$ cat config.mk
export PLATFORM = sky130hd
export DESIGN_NAME = sram_access_arbiter
export DESIGN_NICKNAME = d
export VERILOG_FILES = /design/src/rtl/sram_access_arbiter_pkg.sv /design/src/rtl/sram_clear_sweep.sv /design/src/rtl/sram_access_arbiter.sv
export SDC_FILE = /design/constraint.sdc
export NUM_CORES = 1
export LEC_CHECK = 0
export ABC_AREA = 1
export BUFFER_PORTS_ARGS = -buffer_cell sky130_fd_sc_hd__buf_2
export CORE_MARGIN = 4
export CORE_UTILIZATION = 40
export DETAILED_ROUTE_END_ITERATION = 6
export PLACE_DENSITY_LB_ADDON = 0.12
export SYNTH_ARGS = -nofsm -noshare
export SYNTH_HDL_FRONTEND = slang
export SYNTH_HIERARCHICAL = 1
export SYNTH_SLANG_ARGS = --single-unit
$ cat constraint.sdc
create_clock -name clk -period 2.6 [get_ports clk]
set_input_delay 0.26 -clock clk [delete_from_list [all_inputs] [get_ports clk]]
set_output_delay 0.26 -clock clk [all_outputs]
set_load 0.03 [all_outputs]
$ cat src/rtl/sram_access_arbiter_pkg.sv
// Shared constants and types for the histogram SRAM arbiter.
package sram_access_arbiter_pkg;

  // Default geometry of the SiFH histogram SRAM
  localparam int RAM_ADDR_DEF      = 10;
  localparam int PEAK_MAX_DEF      = 16;
  localparam int BIN_NUM_PER_HIS   = 64;
  localparam int PIXEL_NUM_PER_RAM = 16;
  localparam int NUM_WORDS_DEF     = BIN_NUM_PER_HIS * PIXEL_NUM_PER_RAM;

  // Arbiter states, 3-bit encoding
  typedef enum logic [2:0] {
    CLEAR   = 3'd0,
    READY   = 3'd1,
    GNT_HIS = 3'd2,
    GNT_PK  = 3'd3
  } arbState_t;

  // Requester served most recently, used to break ties
  typedef enum logic {
    OWNER_HIS = 1'b0,
    OWNER_PK  = 1'b1
  } owner_t;

endpackage

$ cat src/rtl/sram_clear_sweep.sv
// Address sweep used to zero the SRAM: one address per cycle, ascending.
// Comes out of reset already running so the SRAM is cleared at power-up.
module sram_clear_sweep
  import sram_access_arbiter_pkg::*;
#(
  parameter int RAM_ADDR  = RAM_ADDR_DEF,
  parameter int NUM_WORDS = NUM_WORDS_DEF
) (
  input  logic                clk,
  input  logic                res,
  input  logic                start,
  output logic [RAM_ADDR-1:0] addr,
  output logic                busy,
  output logic                last,
  output logic                done
);

  localparam logic [RAM_ADDR-1:0] LAST_ADDR = RAM_ADDR'(NUM_WORDS - 1);

  assign last = busy && (addr == LAST_ADDR);

  // Counter advance; done pulses the cycle after the final address
  always_ff @(posedge clk) begin
    if (!res) begin
      addr <= '0;
      busy <= 1'b1;
      done <= 1'b0;
    end else begin
      done <= 1'b0;
      if (start) begin
        addr <= '0;
        busy <= 1'b1;
      end else if (busy) begin
        if (last) begin
          addr <= '0;
          busy <= 1'b0;
          done <= 1'b1;
        end else begin
          addr <= addr + 1'b1;
        end
      end
    end
  end

endmodule

$ cat src/rtl/sram_access_arbiter.sv
// Owns the histogram SRAM pins: clears it after reset or on request, then
// hands the ports to HIS or PK one at a time. Every pin is registered.
module sram_access_arbiter
  import sram_access_arbiter_pkg::*;
#(
  parameter int RAM_ADDR  = RAM_ADDR_DEF,
  parameter int CNT_W     = PEAK_MAX_DEF,
  parameter int NUM_WORDS = NUM_WORDS_DEF
) (
  input  logic                clk,
  input  logic                res,
  input  logic                clr_start,
  input  logic                his_req,
  output logic                his_gnt,
  input  logic [RAM_ADDR-1:0] his_waddr,
  input  logic [RAM_ADDR-1:0] his_raddr,
  input  logic                his_wEnable,
  input  logic                his_rEnable,
  input  logic                his_writeFlag,
  input  logic                his_readFlag,
  input  logic [CNT_W-1:0]    his_newCounts,
  input  logic                pk_req,
  output logic                pk_gnt,
  input  logic [RAM_ADDR-1:0] pk_raddr,
  input  logic                pk_readFlag,
  output logic [RAM_ADDR-1:0] waddr,
  output logic [RAM_ADDR-1:0] raddr,
  output logic                wEnable,
  output logic                rEnable,
  output logic                writeFlag,
  output logic                readFlag,
  output logic [CNT_W-1:0]    newCounts,
  output logic                clr_busy,
  output logic                clr_done
);

  typedef struct packed {
    logic [RAM_ADDR-1:0] waddr;
    logic [RAM_ADDR-1:0] raddr;
    logic                wEnable;
    logic                rEnable;
    logic                writeFlag;
    logic                readFlag;
    logic [CNT_W-1:0]    newCounts;
  } pins_t;

  arbState_t           state, stateNext;
  owner_t              last, lastNext;
  logic                clrPend;
  pins_t               pinNext, pinReg;
  logic [RAM_ADDR-1:0] sweepAddr;
  logic                sweepBusy, sweepLast, sweepDone, sweepStart;

  // A pending clear is launched from READY and beats both requesters
  assign sweepStart = (state == READY) && clrPend;

  sram_clear_sweep #(
    .RAM_ADDR (RAM_ADDR),
    .NUM_WORDS(NUM_WORDS)
  ) uSweep (
    .clk  (clk),
    .res  (res),
    .start(sweepStart),
    .addr (sweepAddr),
    .busy (sweepBusy),
    .last (sweepLast),
    .done (sweepDone)
  );

  // Next state and pin mux; pins default to idle so an ungranted or
  // releasing requester never leaks onto the SRAM
  always_comb begin
    stateNext = state;
    lastNext  = last;
    pinNext   = '0;
    case (state)
      CLEAR: begin
        pinNext.waddr     = sweepAddr;
        pinNext.wEnable   = 1'b1;
        pinNext.writeFlag = 1'b1;
        if (sweepLast) stateNext = READY;
      end
      READY: begin
        if (clrPend)                stateNext = CLEAR;
        else if (his_req && pk_req) stateNext = (last == OWNER_PK) ? GNT_HIS : GNT_PK;
        else if (his_req)           stateNext = GNT_HIS;
        else if (pk_req)            stateNext = GNT_PK;
      end
      GNT_HIS: begin
        if (his_req) begin
          pinNext.waddr     = his_waddr;
          pinNext.raddr     = his_raddr;
          pinNext.wEnable   = his_wEnable;
          pinNext.rEnable   = his_rEnable;
          pinNext.writeFlag = his_writeFlag;
          pinNext.readFlag  = his_readFlag;
          pinNext.newCounts = his_newCounts;
        end else begin
          stateNext = READY;
          lastNext  = OWNER_HIS;
        end
      end
      GNT_PK: begin
        if (pk_req) begin
          pinNext.raddr    = pk_raddr;
          pinNext.readFlag = pk_readFlag;
        end else begin
          stateNext = READY;
          lastNext  = OWNER_PK;
        end
      end
      default: stateNext = READY;
    endcase
  end

  // State, tie-break memory, clear request latch and pin registers
  always_ff @(posedge clk) begin
    if (!res) begin
      state    <= CLEAR;
      last     <= OWNER_PK;
      clrPend  <= 1'b0;
      pinReg   <= '0;
      clr_busy <= 1'b0;
      clr_done <= 1'b0;
    end else begin
      state    <= stateNext;
      last     <= lastNext;
      clrPend  <= (clrPend && (state != READY)) || (clr_start && (state != CLEAR));
      pinReg   <= pinNext;
      clr_busy <= sweepBusy;
      clr_done <= sweepDone;
    end
  end

  assign his_gnt   = (state == GNT_HIS);
  assign pk_gnt    = (state == GNT_PK);
  assign waddr     = pinReg.waddr;
  assign raddr     = pinReg.raddr;
  assign wEnable   = pinReg.wEnable;
  assign rEnable   = pinReg.rEnable;
  assign writeFlag = pinReg.writeFlag;
  assign readFlag  = pinReg.readFlag;
  assign newCounts = pinReg.newCounts;

endmodule
==> metrics.txt <==
number of max-slew violations in the final report 0; CP max FO 4; vias post-DR 1961; Post-Route Skew 7.85 ps; final core utilization 0.556; count of clock tree sinks 58; Total Neg Setup Slack 0 ps; I/O pin cnt 100; cell type of the slowest stage on the worst timing path dfxtp_1; fin nets 421; worst hold path type input pin to flop; area share of the largest cell type after synthesis 0.504; post-DR wirelength/cell 12.6 um; Post-Synthesis Mean Instance Area 8.79 sq um; most numerous cell on the critical path nor2_1; nature of the critical path startpoint flop; syn nets 319; total leakage power 1.58 nW; count of cells resized by post-cts repair 0; Post CTS Setup Buffer Count 0; TritonCTS Buffers 9; Min Clock Period, post-route 1540 ps; count of cell types in the netlist 29; setup repair after global routing missed its margin false; buffer depth of the longest clock path 2; max-cap viol count 0; WP data required 2860 ps; number of cells in the finished layout apart from fillers between 400 and 500; DRC marker count from the first detailed-route iteration 91; ys async rst share 0; fin crit share 0.591; outcome complete, no violations; logic depth of the worst setup path including buffers 9; root buffer cell clkbuf_8; final setup slack of the worst path 1060 ps; number of synthesized flops with an enable pin 0; Die Y 83.9 um; delay-heaviest family, CP simple AND/OR/NAND/NOR gates; Critical Path, Cell by Cell ha_1, nand3_1, nor2_2, nand3b_2, inv_1, nor2_1, nor2_1, nand2_1, a21oi_1; critical path capture point type flop; CTS H-Tree Depth 3; effective utilization at floorplan 0.416; worst setup slack after placement approximately 1100 ps; proportion of synthesized chip area in sequential cells 0.504; count of TritonRoute iterations in the first routing pass 4; area delta synth->final 33.6%; vias in the first global route 1919; remaining max-slew budget at the tightest pin 0.445; synth top area cells dfxtp_1 50%, a22oi_2 11%, nor2_1 7.0%, inv_1 6.4%, nand2_1 5.7%; ratio of total power to cell area a little over 700 mW/mm^2; number of instances in the synthesized netlist 262; share of post-route cells with drive strength above 1 0.431; Post-synth top cells 58 x dfxtp_1, 43 x nor2_1, 39 x inv_1; peak supply drop 0.321 mV; die width ~84 um; detailed-placement wirelength estimate just over 4000 um; area of the mapped netlist 0.00230 sq mm; Detail Route Antenna Nets 0; Core Box Area roughly 0.0055 sq mm; clk slew on worst S/H paths 60 ps; Final Wtd Congestion 0.901; area enclosed by the die boundary 0.00704 sq mm; register bit total from synthesis 58; kind of critical path flop to flop; Crit path arrival time 1790 ps; cell type with the highest aggregate area in the netlist dfxtp_1; ant diodes 0; largest net degree at the start of global routing 24; R2R setup slack ~1100 ps; Highest Clock Rate ~0.65 GHz; final hold viol count 0; I/O Buffers 99; DRC violation count after routing 0; CP Buf/Inv Count 1; leftover overflow at the end of global routing 0; number of antenna violations at the first check in global routing 0; most used standard cell by instance count after synthesis dfxtp_1; Max stage delay on crit path 400 ps; clock latency on the worst-skew pair approximately 320 ps; standard-cell row count 27; post-detailed-route via-to-cell ratio 4.45; Overall Global Routing Usage 0.164; cell count of the worst hold path 3; DP Cell Count 425; yosys warns 6; first-pass GRT wire length 9320 um; Post-CTS Hold Buffers 0; CTS tree built; dominant synthesized flop cell dfxtp_1; actual slew at the worst max-slew pin between 800 and 900 ps; final setup violation count 0; number of cells traversed by the worst register-to-register path 9; total detailed-routing wirelength 5560 um
-- logic make-up (layout without fill, tap and decap cells) --
| kind of cell | Yosys count | after routing | share of synthesized area |
|---|---|---|---|
| xor gates and xnor gates | 5 | 5 | 0.0190 |
| adders and majority gates | 1 | 1 | 0.00543 |
| AOI/OAI and AO/OA | 33 | 33 | 0.140 |
| buffers and inverters | 51 | 158 | 0.106 |
| DFF | 58 | 58 | 0.504 |
| and+or+nand+nor | 114 | 114 | 0.225 |
-- layout by cell type, fill, tap and decap left out, types with 2 or more instances in the layout --
cell	count
bufinv_16	4
o21ai_0	3
dfxtp_1	58
nor2_1	43
a21oi_1	7
buf_2	99
nor2_2	19
xnor2_1	2
xor2_1	3
nand3_1	10
nand4_1	2
inv_1	39
clkbuf_8	10
a22oi_2	20
nand2_1	35
-- worst min-delay path: cells and delay by family --
family	cells	cell delay, ps
and+or+nand+nor	1	30
buffers and inverters	2	130
-- where the power goes --
group | switching, mW | internal (mW)
clock network | 0.350 | 0.759
logic | 0.100 | 0.0642
registers | 0.0133 | 0.906
total | 0.464 | 1.73
-- area by class of cell --
class,instances,area (sq um)
Sequential cell,58,1160
Fill cell,539,2460
Timing Repair Buffer,100,503
Multi-Input combinational cell,153,897
Clock inverter,5,125
Clock buffer,11,141
Inverter,42,160
Tap cell,72,90.1
-- final timing paths --
path / from / to
setup / recovery: uSweep/addr[0]$_SDFFE_PP0P_ / state[0]$_SDFFE_PN0P_
hold / removal: his_newCounts[1] / newCounts[1]$_SDFF_PN0_
setup reg to reg: uSweep/addr[0]$_SDFFE_PP0P_ / state[0]$_SDFFE_PN0P_
hold reg to reg: uSweep/done$_SDFF_PP0_ / clr_done$_SDFF_PN0_
-- metrics by stage --
step           hold WS (ps)  total power [mW]  cell area, sq um
6_report                145              2.19              3080
5_1_grt                 124              2.28              3080
4_1_cts                 126              2.22              3080
3_5_place_dp            436              1.10              2810
3_3_place_gp            435              1.10              2810
2_1_floorplan           372              1.03              2300
-- flip-flops by register name, indices dropped and copies added, names as in the netlist --
signal and flops:
uSweep/done 1, clr_done 1, wEnable 1, newCounts 16, clr_busy 1, state 2
waddr 10, writeFlag 1, rEnable 1, uSweep/busy 1, uSweep/addr 10, readFlag 1
last 1, raddr 10, clrPend 1
-- metal layers --
layer / routed length [um] / part of all wire / global-route usage
met5: 0 / 0 / 0
met4: 94 / 0.017 / 0.0848
met2: 2640 / 0.47 / 0.269
met1: 2480 / 0.44 / 0.196
met3: 357 / 0.064 / 0.0454
No activity file was read; power rests on OpenSTA's default activity.
